**config.mk**
```make
export PLATFORM = sky130hd
export DESIGN_NAME = ram_arbiter_flat
export DESIGN_NICKNAME = d
export VERILOG_FILES = /design/src/rtl/cpu_types_pkg.sv /design/src/rtl/ram_arbiter_if.sv /design/src/rtl/ram_arbiter_rr_pick.sv /design/src/rtl/ram_arbiter.sv /design/src/flat_wrapper.sv
export SDC_FILE = /design/constraint.sdc
export NUM_CORES = 1
export LEC_CHECK = 0
export BUFFER_PORTS_ARGS = -buffer_cell sky130_fd_sc_hd__clkbuf_2
export CAP_MARGIN = 20
export CORE_AREA = 2 2 157 159
export DETAILED_ROUTE_END_ITERATION = 10
export DIE_AREA = 0 0 159 161
export GPL_TIMING_DRIVEN = 0
export HOLD_SLACK_MARGIN = 0.08
export PLACE_DENSITY_LB_ADDON = 0.08
export SLEW_MARGIN = 20
export SYNTH_ARGS = -nofsm -noshare
export SYNTH_HDL_FRONTEND = slang
export SYNTH_HIERARCHICAL = 1
export SYNTH_SLANG_ARGS = --single-unit
```
**constraint.sdc**
```tcl
create_clock -name CLK -period 2.5 [get_ports CLK]
set_input_delay 0.375 -clock CLK [delete_from_list [all_inputs] [get_ports CLK]]
set_output_delay 0.375 -clock CLK [all_outputs]
set_load 0.02 [all_outputs]
```
**src/rtl/cpu_types_pkg.sv**
```systemverilog
// Shared CPU/memory types: RAM handshake state, word type and the arbiter FSM state.
package cpu_types_pkg;

    typedef logic [31:0] word_t;

    typedef enum logic [1:0] {
        FREE   = 2'd0,
        BUSY   = 2'd1,
        ACCESS = 2'd2,
        ERROR  = 2'd3
    } ramstate_t;

    typedef enum logic {
        IDLE  = 1'b0,
        ISSUE = 1'b1
    } arbstate_t;

endpackage

```
**src/rtl/ram_arbiter_if.sv**
```systemverilog
// Cache-side and RAM-side bus of the RAM arbiter; master = caches + RAM model, slave = arbiter.
interface ram_arbiter_if
    import cpu_types_pkg::*;
#(
    parameter int NREQ = 4
);
    logic [NREQ-1:0]    req;
    logic [NREQ-1:0]    wen;
    logic [NREQ*32-1:0] addr;
    logic [NREQ*32-1:0] store;
    ramstate_t          ramstate;
    word_t              ramload;
    logic               ramREN;
    logic               ramWEN;
    word_t              ramaddr;
    word_t              ramstore;
    logic [NREQ-1:0]    rwait;
    word_t              rload;
    logic [NREQ-1:0]    grant;
    logic               timeout_err;

    modport master (
        output req, wen, addr, store, ramstate, ramload,
        input  ramREN, ramWEN, ramaddr, ramstore, rwait, rload, grant, timeout_err
    );

    modport slave (
        input  req, wen, addr, store, ramstate, ramload,
        output ramREN, ramWEN, ramaddr, ramstore, rwait, rload, grant, timeout_err
    );
endinterface

```
**src/rtl/ram_arbiter_rr_pick.sv**
```systemverilog
// Combinational round-robin picker: first set mask bit at or after ptr, wrapping NREQ-1 -> 0.
module rr_pick #(
    parameter int NREQ = 4,
    parameter int PW   = 2
) (
    input  logic [NREQ-1:0] mask,
    input  logic [PW-1:0]   ptr,
    output logic [NREQ-1:0] winner,
    output logic            valid
);
    int idx;

    always_comb begin
        winner = '0;
        valid  = 1'b0;
        idx    = 0;
        for (int k = 0; k < NREQ; k++) begin
            idx = int'(ptr) + k;
            if (idx >= NREQ) idx = idx - NREQ;
            if (!valid && mask[idx]) begin
                winner[idx] = 1'b1;
                valid       = 1'b1;
            end
        end
    end
endmodule

```
**src/rtl/ram_arbiter.sv**
```systemverilog
// Round-robin, transaction-locking arbiter sharing one RAM port among NREQ cache requesters.
// Optional WRITE_PRIORITY_EN: pending writes win arbitration over reads (still round-robin).
//
// state | meaning
// IDLE  | no owner; pick next winner from ptr if any req
// ISSUE | owner drives RAM until ACCESS, req drop, or watchdog abort
module ram_arbiter
    import cpu_types_pkg::*;
#(
    parameter int NREQ    = 4,
    parameter int TIMEOUT = 255
) (
    input logic          CLK,
    input logic          RST,
    ram_arbiter_if.slave bus
);
    localparam int PW = (NREQ > 1) ? $clog2(NREQ) : 1;
    localparam int WW = 10;

    arbstate_t       state, state_nxt;
    logic [NREQ-1:0] grant_q, grant_nxt;
    logic [PW-1:0]   ptr_q, ptr_nxt;
    logic [WW-1:0]   wdog_q, wdog_nxt;
    logic            terr_q, terr_nxt;
    logic [NREQ-1:0] pick;
    logic            pick_vld;
    logic [PW-1:0]   own, own_inc;
    logic            access, wdog_exp;

`ifdef WRITE_PRIORITY_EN
    logic [NREQ-1:0] pick_w, pick_a;
    logic            vld_w, vld_a;

    rr_pick #(.NREQ(NREQ), .PW(PW)) u_pick_w (
        .mask(bus.req & bus.wen), .ptr(ptr_q), .winner(pick_w), .valid(vld_w)
    );
    rr_pick #(.NREQ(NREQ), .PW(PW)) u_pick_a (
        .mask(bus.req), .ptr(ptr_q), .winner(pick_a), .valid(vld_a)
    );

    assign pick     = vld_w ? pick_w : pick_a;
    assign pick_vld = vld_w | vld_a;
`else
    rr_pick #(.NREQ(NREQ), .PW(PW)) u_pick (
        .mask(bus.req), .ptr(ptr_q), .winner(pick), .valid(pick_vld)
    );
`endif

    always_comb begin
        own = '0;
        for (int i = 0; i < NREQ; i++)
            if (grant_q[i]) own = PW'(i);
    end

    // Explicit wrap so non-power-of-two NREQ never lands on an unused index.
    assign own_inc  = (own == PW'(NREQ - 1)) ? '0 : own + 1'b1;
    assign access   = (bus.ramstate == ACCESS);
    assign wdog_exp = (wdog_q == WW'(TIMEOUT - 1));

    always_ff @(posedge CLK) begin
        if (RST) begin
            state   <= IDLE;
            grant_q <= '0;
            ptr_q   <= '0;
            wdog_q  <= '0;
            terr_q  <= 1'b0;
        end else begin
            state   <= state_nxt;
            grant_q <= grant_nxt;
            ptr_q   <= ptr_nxt;
            wdog_q  <= wdog_nxt;
            terr_q  <= terr_nxt;
        end
    end

    always_comb begin
        state_nxt = state;
        grant_nxt = grant_q;
        ptr_nxt   = ptr_q;
        wdog_nxt  = wdog_q;
        terr_nxt  = 1'b0;
        case (state)
            IDLE: begin
                if (pick_vld) begin
                    grant_nxt = pick;
                    wdog_nxt  = '0;
                    state_nxt = ISSUE;
                end
            end
            ISSUE: begin
                // ACCESS wins over the watchdog in the same cycle.
                if (access || !bus.req[own] || wdog_exp) begin
                    state_nxt = IDLE;
                    grant_nxt = '0;
                    ptr_nxt   = own_inc;
                    wdog_nxt  = '0;
                    terr_nxt  = !access && bus.req[own] && wdog_exp;
                end else begin
                    wdog_nxt = wdog_q + 1'b1;
                end
            end
            default: state_nxt = IDLE;
        endcase
    end

    always_comb begin
        bus.ramREN   = 1'b0;
        bus.ramWEN   = 1'b0;
        bus.ramaddr  = '0;
        bus.ramstore = '0;
        bus.rwait    = '1;
        if (!RST && state == ISSUE) begin
            bus.ramREN   = ~bus.wen[own];
            bus.ramWEN   = bus.wen[own];
            bus.ramaddr  = bus.addr[int'(own)*32 +: 32];
            bus.ramstore = bus.store[int'(own)*32 +: 32];
            if (access) bus.rwait[own] = 1'b0;
        end
    end

    assign bus.rload       = bus.ramload;
    assign bus.grant       = grant_q;
    assign bus.timeout_err = terr_q;
endmodule

```
**src/flat_wrapper.sv**
```systemverilog
// flat-port wrapper written by rule: the top's interface ports become plain ports
module ram_arbiter_flat import cpu_types_pkg::*;
#(
    parameter int NREQ    = 4,
    parameter int TIMEOUT = 255
)
  (CLK, RST, bus_req, bus_wen, bus_addr, bus_store, bus_ramstate, bus_ramload, bus_ramREN, bus_ramWEN, bus_ramaddr, bus_ramstore, bus_rwait, bus_rload, bus_grant, bus_timeout_err);
  ram_arbiter_if #(.NREQ(NREQ)) bus_i ();
  input logic CLK;
  input logic RST;
  input wire logic [$bits(bus_i.req)-1:0] bus_req;
  input wire logic [$bits(bus_i.wen)-1:0] bus_wen;
  input wire logic [$bits(bus_i.addr)-1:0] bus_addr;
  input wire logic [$bits(bus_i.store)-1:0] bus_store;
  input wire logic [$bits(bus_i.ramstate)-1:0] bus_ramstate;
  input wire logic [$bits(bus_i.ramload)-1:0] bus_ramload;
  output wire logic [$bits(bus_i.ramREN)-1:0] bus_ramREN;
  output wire logic [$bits(bus_i.ramWEN)-1:0] bus_ramWEN;
  output wire logic [$bits(bus_i.ramaddr)-1:0] bus_ramaddr;
  output wire logic [$bits(bus_i.ramstore)-1:0] bus_ramstore;
  output wire logic [$bits(bus_i.rwait)-1:0] bus_rwait;
  output wire logic [$bits(bus_i.rload)-1:0] bus_rload;
  output wire logic [$bits(bus_i.grant)-1:0] bus_grant;
  output wire logic [$bits(bus_i.timeout_err)-1:0] bus_timeout_err;
  assign bus_i.req = bus_req;
  assign bus_i.wen = bus_wen;
  assign bus_i.addr = bus_addr;
  assign bus_i.store = bus_store;
  assign bus_i.ramstate = bus_ramstate;
  assign bus_i.ramload = bus_ramload;
  assign bus_ramREN = bus_i.ramREN;
  assign bus_ramWEN = bus_i.ramWEN;
  assign bus_ramaddr = bus_i.ramaddr;
  assign bus_ramstore = bus_i.ramstore;
  assign bus_rwait = bus_i.rwait;
  assign bus_rload = bus_i.rload;
  assign bus_grant = bus_i.grant;
  assign bus_timeout_err = bus_i.timeout_err;
  ram_arbiter #(.NREQ(NREQ), .TIMEOUT(TIMEOUT)) u_core (.CLK(CLK), .RST(RST), .bus(bus_i));
endmodule
```
[Word level (Yosys, flattened, before mapping)]
Index checks and enable logic that the tools add are counted.
Word-level totals
  bits in registers: 18
  input port bits: 300
  output and inout bits: 107
  word-level logic and storage cells: 121
Cells by class
  add/sub/neg operators: 9
  order comparisons: 14
  equality and inequality tests: 5
  shifts and indexed selects: 2
  muxes and demuxes: 57
  bitwise operators: 7
  reductions and logical operators: 22
Operators with widths (number)
  variable part select 128 x 8 -> 32 bit: 2
  2-to-1 mux 32 bit: 6
  greater-or-equal comparator 32 x 1 -> 1 bit (second input constant): 4
  less-than comparator 32 x 4 -> 1 bit (second input constant): 4
  2-to-1 mux 4 bit: 8
  2-to-1 mux 1 bit: 24
  2-to-1 mux 10 bit: 2
  one-hot mux 10 bit (2 select lines): 1
  binary-select mux 1 bit (select 2 bit): 6
  bitwise OR 4 bit: 3
  subtractor 3 x 3 -> 4 bit (second input constant): 3
  logical AND 1 bit: 11
  adder 10 x 1 -> 10 bit (second input constant): 1
  demux 1 bit (select 2 bit): 5
  equality test 10 x 8 -> 1 bit (second input constant): 1
  greater-or-equal comparator 3 bit (second input constant): 3
  one-hot mux 4 bit (2 select lines): 1
  adder 2 x 2 -> 3 bit (second input constant): 2
  logical NOT 1 bit: 6
  2-to-1 mux 2 bit: 3
  equality test 2 bit (second input constant): 2
  NOT 4 bit: 1
  AND reduction 2 bit: 2
  subtractor 2 x 3 -> 4 bit (second input constant): 1
  11 further kinds: 14

[Depth between registers and ports, before layout]
Gate-level depths: netlist (run 1).
  depth after elaboration: 17
  mapped depth: 10
  mapped depth without buffers: 8

[Modules after synthesis]
Netlist (run 1), hierarchy kept.
By module, submodules not included
  ram_arbiter: times used 1, cells each 520, area each 3505.9 sq um, sequential area each 360.3 sq um
  rr_pick: times used 1, cells each 59, area each 457.9 sq um, sequential area each 0.0 sq um

[Least setup slack after synthesis (run 1)]
OpenSTA, ideal clock, no wires.
  kind: reg-to-reg
  from: register u_core.ptr_q[1]
  to: register u_core.grant_q[0] (netlist: u_core/bus.grant[0])
  library setup time: 71 ps
  arrival time: 2145 ps
  data required time: 2429 ps
  slack: 284 ps
  cell stages (with the launch flop): 11
  path buffers: 2
  period minus slack after synthesis: 2216 ps
  cell sequence: dfxtp_1 -> buf_2 -> inv_1 -> ha_1 -> buf_6 -> or3b_1 -> a2111o_1 -> nand3_2 -> o2bb2ai_1 -> nand2_1 -> a21oi_1
On the way
  longest elaborated chain between the ends: 17
  elaborated cells between the ends (all ways): 68
  those cells by class: add/sub (7); order compare (12); eq/ne (1); mux (34); bitwise (3); reduce/logical (11)
Ends and longest elaborated chain
  from (decl): RTL line ram_arbiter.sv:22  | logic [PW-1:0] ptr_q, ptr_nxt;
  from (signal assigned): RTL line ram_arbiter.sv:70  | ptr_q <= ptr_nxt;
  branches (longest 14 deep; another with greater-or-equal comparator 32 x 1 -> 1 bit)
  2-to-1 mux 4 bit (*): RTL line ram_arbiter_rr_pick.sv:20  | if (!valid && mask[idx]) begin
  net u_core.pick[0]: RTL line ram_arbiter.sv:25  | logic [NREQ-1:0] pick;
  2-to-1 mux 4 bit (*): RTL line ram_arbiter.sv:84  | if (pick_vld) begin
  one-hot mux 4 bit (2 select lines) (*): RTL line ram_arbiter.sv:82  | case (state)
  to (signal assigned): RTL line ram_arbiter.sv:69  | grant_q <= grant_nxt;
  to (decl): RTL line ram_arbiter.sv:21  | logic [NREQ-1:0] grant_q, grant_nxt;
Mark *: on every way through the listed nets, which the timed path passes. The select of a mux whose other input is x is not followed.
A chain may end at the register's enable or synchronous reset.

[Worst setup path in the final report (run 1)]
  from: register u_core.ptr_q[0]
  to: register u_core.grant_q[0] (netlist: u_core/bus.grant[0])
The elaborated chain is that of the path after synthesis.

==> flow_summary.toml, run 1 <==
[worst_setup_path]
crit_fanout = 8
end_kind = "flop"
critical_path_required_ns = 2.68
crit_family = "compound AO/OA/AOI/OAI gates"
crit_buf_inv = 2
crit_start = "u_core/ptr_q[0]"
r2r_start = "u_core/ptr_q[0]"
crit_type = "reg2reg"
critPathSlowestCell = "dfxtp_2"
crit_path_max_incr_delay_ns = 0.43
crit_arrival_ns = 2.54
path_cells = "clkinvlp_4, ha_1, buf_6, or3b_1, a2111o_1, nand3_2, o2bb2ai_1, nand2_1, a21oi_1"
worstSetupStartpointType = "flop"

[hold_path]
holdCritPathClass = "in2reg"
min_from = "RST"

[synth]
ys_seq_elements = 18
synth_edf_count = 0
synthTopCellsByArea = "mux2i_1 (35%), dfxtp_1 (9.1%), nand2_1 (8.8%)"
ys_warn_count = 6
synth_area_per_cell_um2 = 6.85
ys_seq_area_share_pct = 9.09
synthArstFlopShare_pct = 0
syn_inst = 579
syn-num-nets = 893
yosys.area.top_type_share_pct = 34.8
synth_cell_types = 44
synthFlopType = "dfxtp_1"
synth_top_cell_by_area = "mux2i_1"
synthesis.area_um2 = 3960

[run]
cap_viol_max_count = 0

[die]
die_w_um = 159
std_cell_rows = 57
ios = 407
fp.dieH_um = 161
start_util_pct = 16.5
core_um2 = 24000
dieArea_um2 = 25600

[clock_network]
numClockSinks = 18
clockBufferDepth = 2
htreeDepth = 1
clockRootBuffer = "clkbuf_16"
clkTransAtPathRegs_ns = 0.06
cts_tree = "built"
clkLatencyLatePin_ns = 0.25
cts_made_buffers = 3

[timing]
fin_crit_sh_pct = 94.4
hold_viol = 0
report.final.slew_viol_count = 0
fmax_ghz = 0.424
fin_skew_ns = 0.00155
period_minus_slack_ns = 2.36
slew_headroom_pct = 48.9
worst_pin_slew_ns = 0.766
finalSetupViolations = 0

[final_layout]
final_util_pct = 26.9
layout_common_cells = "clkbuf_2 (384), mux2i_1 (136), nand2_1 (93)"
num-fill-cells = 2825
layout.cells.non_filler = 1282
drive_gt1_share_pct = 47.9
areaGrowthSynthToFinish_pct = 62.8
antennaDiodeCount = 0
layout_commonest_cell = "clkbuf_2"
design.final.nets = 1273

[route]
drtIter0Drc = 170
wire_per_inst_um = 16.1
drt_pass1_iterations = 5
drc = 0
vias_per_cell = 4.14
vias = 5311
ant_nets = 0
routed_wl_um = 20600

[place]
port_buffers = 373
dp.final_hpwl_um = 17300
gp_congestion = 0.799
dp.cells = 1276

[grt]
grt_overflow = 0
grt_max_degree = 11
grt_pass1_vias = 5401
track_usage_pct = 15.2
antenna_found_initial = 0
grt_pass1_wl_um = 30700

[power]
cellPowerDensity_nw_per_um2 = 419
p_leak_nw = 3.04
peakVddDrop_uv = 189
finalPower_w = 0.00270

[status]
status = "completed"
==> per-stage QoR <==
stage / area (um^2) / TNS (ns) / hold slack, ns / setup slack [ns]
6_report: 6450 / 0 / 0.440 / 0.140
5_1_grt: 6450 / -0.0333 / 0.459 / -0.0191
4_1_cts: 6390 / 0 / 0.435 / 0.00701
3_5_place_dp: 6240 / -29.86 / 0.488 / -0.825
3_3_place_gp: 6240 / -28.52 / 0.482 / -0.849
2_1_floorplan: 3960 / 0 / 0.463 / 0.284
==> timing repair <==
| item | in CTS | in global routing |
|---|---|---|
| hold endpoints to repair | 0 | 0 |
| buffers inserted | 0 | 4 |
| hold buffers | 0 | 0 |
| gates resized for setup | 30 | 19 |
| setup endpoints to repair | 73 | 35 |
==> registers in the layout, indices dropped and copies added, names as in the netlist <==
name	flops
u_core/wdog_q	10
u_core/bus.grant	4
u_core/ptr_q	2
u_core/bus.timeout_err	1
u_core/state	1
==> metal layers <==
metal	up-vias	track usage [%]	routed length [um]
li1	2744	-	-
met1	2293	18.0	8480
met2	264	28.7	10600
met3	10	2.90	1360
met4	0	2.36	170
met5	-	0	0
==> where the power goes <==
group | internal, W | switching, W
clock network | 0.000244 | 0.000120
registers | 0.000310 | 0.0000399
logic | 0.000864 | 0.00112
total | 0.00142 | 0.00128
==> final cells by class <==
cell class                      count  area (um^2)  area share (%)
Inverter                            8         33.8           0.524
Clock buffer                        4         88.8            1.38
Tap cell                          324          405            6.28
Timing Repair Buffer              377         1900            29.4
Sequential cell                    18          369            5.72
Buffer                             76          518            8.03
Multi-Input combinational cell    475         3140            48.7
==> cells by family after synthesis <==
family	share of synthesized area (%)
adders and majority gates	4.42
xor gates and xnor gates	0.221
buffers and inverters	12.1
DFF	9.09
AOI/OAI and AO/OA	15.4
and+or+nand+nor	22.7
muxes	36.1
==> synth_stat cells (all sizes together) (3+ instances only) <==
master	number
buf	54
o21ai	70
dfxtp	18
clkbuf	24
inv	8
nor3	3
a21oi	9
nand3b	3
nand2b	6
nand2	93
nand3	8
o22ai	8
mux2	4
ha	14
mux2i	138
a31oi	5
a211oi	4
nor2	82
o2bb2ai	4
nor2b	5
==> final timing paths <==
kind	endpoint	slack, ns	depth (start not counted)
setup reg to reg	u_core/bus.grant[0]	0.14	9
hold / removal	u_core/wdog_q[6]	0.44	2
setup / recovery	u_core/bus.grant[0]	0.14	9
hold reg to reg	u_core/wdog_q[9]	0.49	2
(Power assumes the default switching activity.)
==> run 2, diff against run 1 <==
- ABC_AREA: unset -> 1
==> flow_summary.toml, run 2 <==
[status]
status = "completed"

[clock_network]
cts_made_buffers = 3
clockRootBuffer = "clkbuf_16"
clkLatencyLatePin_ns = 0.25
numClockSinks = 18
postCtsHoldBufs = 0
htreeDepth = 1
cts_tree = "built"
clockBufferDepth = 2
clkTransAtPathRegs_ns = 0.06
post_cts_buffers = 0

[synth]
synth_edf_count = 0
yosysMostFrequentCell = "nor2_1"
yosys.area.top_type_share_pct = 27.7
synthFlopType = "dfxtp_1"
ys_warn_count = 6
synthArstFlopShare_pct = 0
synth_cell_types = 30
syn_inst = 765
synth_area_per_cell_um2 = 5.18
synthesis.area_um2 = 3960
ys_seq_elements = 18
syn-num-nets = 1079
synth_top_cell_by_area = "nor2_1"
ys_seq_area_share_pct = 9.10
synth_top_cells_by_count = "nor2_1 (292), o21ai_0 (96), a21oi_1 (76), nand2_1 (59), buf_4 (42)"
synthTopCellsByArea = "nor2_1 (28%), o21ai_0 (12%), a21oi_1 (9.6%)"

[timing]
worst_slack_ns = 0.0737
fmax_ghz = 0.412
report.final.slew_viol_count = 0
finalSetupViolations = 0
fin_skew_ns = 0.00341
period_minus_slack_ns = 2.43
worst_pin_slew_ns = 0.708
fin_crit_sh_pct = 97.1
hold_viol = 0
slew_headroom_pct = 52.8
rsz0062_at_grt = "false"

[worst_setup_path]
crit_path_max_incr_delay_ns = 0.51
critical_path_required_ns = 2.12
crit_arrival_ns = 2.05
worstSetupStartpointType = "flop"
path_common_cell = "inv_2"
crit_fanout = 10
critPathSlowestCell = "dfxtp_1"
crit_type = "reg2out"
end_kind = "output port"
path_cells = "inv_2, nor2_4, inv_2, clkbuf_1, a21oi_1, clkbuf_2"

[final_layout]
top_register = "u_core/wdog_q"
final_util_pct = 26.6
design.final.nets = 1458
layout.cells.non_filler = 1467
layout_commonest_cell = "clkbuf_2"
layout_common_cells = "clkbuf_2 (386), nor2_1 (291), o21ai_0 (94)"
areaGrowthSynthToFinish_pct = 60.7
fin_area_um2 = 6360
num-fill-cells = 2899
largest_reg_flops = 10
antennaDiodeCount = 0
drive_gt1_share_pct = 42.1

[route]
vias = 6210
wire_per_inst_um = 16.5
vias_per_cell = 4.23
drc = 0
ant_nets = 0
drt_pass1_iterations = 5
routed_wl_um = 24200
drtIter0Drc = 423

[power]
finalPower_w = 0.00511
p_leak_nw = 3.40
cellPowerDensity_nw_per_um2 = 803
peakVddDrop_uv = 294

[place]
place_ws_ns = -0.242
port_buffers = 374
dp.final_hpwl_um = 20100
dp.cells = 1463
gp_congestion = 0.833
postPlaceCellArea_um2 = 6240

[grt]
grt_pass1_vias = 6023
track_usage_pct = 17.7
grt_overflow = 0
grt_pass1_wl_um = 35800
antenna_found_initial = 0
grt_max_degree = 13

[die]
ios = 407
fp.dieH_um = 161
core_um2 = 24000
dieArea_um2 = 25600
std_cell_rows = 57
start_util_pct = 16.5
die_w_um = 159

[run]
cap_viol_max_count = 0

[hold_path]
holdCritPathClass = "in2reg"
run 2: worst max-delay path, delay by kind of cell (launching register included):
| kind | cells | cell delay (ns) |
|---|---|---|
| AO/OA/AOI/OAI | 1 | 0.38 |
| flip-flops | 1 | 0.51 |
| buffers and inverters | 4 | 0.74 |
| AND/OR/NAND/NOR | 1 | 0.17 |
run 2: cell type report:
cell class / instances / area [um^2] / area share, %
multi-input combinational: 634 / 3000 / 47.1
timing repair buffer: 374 / 1870 / 29.4
buffer: 82 / 514 / 8.08
tap: 324 / 405 / 6.37
sequential: 18 / 369 / 5.80
inverter: 31 / 116 / 1.83
clock buffer: 4 / 88.8 / 1.40
run 2: final timing paths:
path	startpoint	to	slack (ns)	cells after the start
max reg2reg	u_core/ptr_q[1]	u_core/wdog_q[9]	0.31	13
max	u_core/state	bus_ramstore[17]	0.07	6
min reg2reg	u_core/bus.grant[0]	u_core/bus.grant[0]	0.50	2
min	RST	u_core/bus.grant[2]	0.39	2
run 2: kinds of logic after synthesis:
logic type               share of synthesized area, %
AND/OR/NAND/NOR                                  42.5
AO/OA/AOI/OAI                                    27.6
buffers and inverters                            15.5
flip-flops                                       9.10
adder cells (fa/ha/maj)                          4.42
XOR/XNOR                                        0.885
run 2: report_power, final:
| part | switching, W | internal [W] |
|---|---|---|
| Clock | 0.000116 | 0.000244 |
| Sequential | 0.0000874 | 0.000339 |
| Combinational | 0.00289 | 0.00143 |
run 2: layer usage:
layer / track usage [%] / share of wire [%] / wire (um)
met1: 22.0 / 42 / 10300
met2: 33.5 / 52 / 12600
met3: 2.39 / 5.0 / 1220
met4: 1.61 / 0.46 / 112
met5: 0 / 0 / 0
run 2: metrics by stage:
stage / setup TNS, ns / hold WS, ns
floorplan: 0 / 0.444
global placement: -1.71 / 0.492
detailed placement: -1.36 / 0.488
CTS: 0 / 0.398
global route: 0 / 0.402
finish: 0 / 0.392
run 2: what timing repair did:
item | in CTS | in global routing
gates cloned | 0 | 0
setup endpoints to repair | 18 | 63
resized for setup | 9 | 19
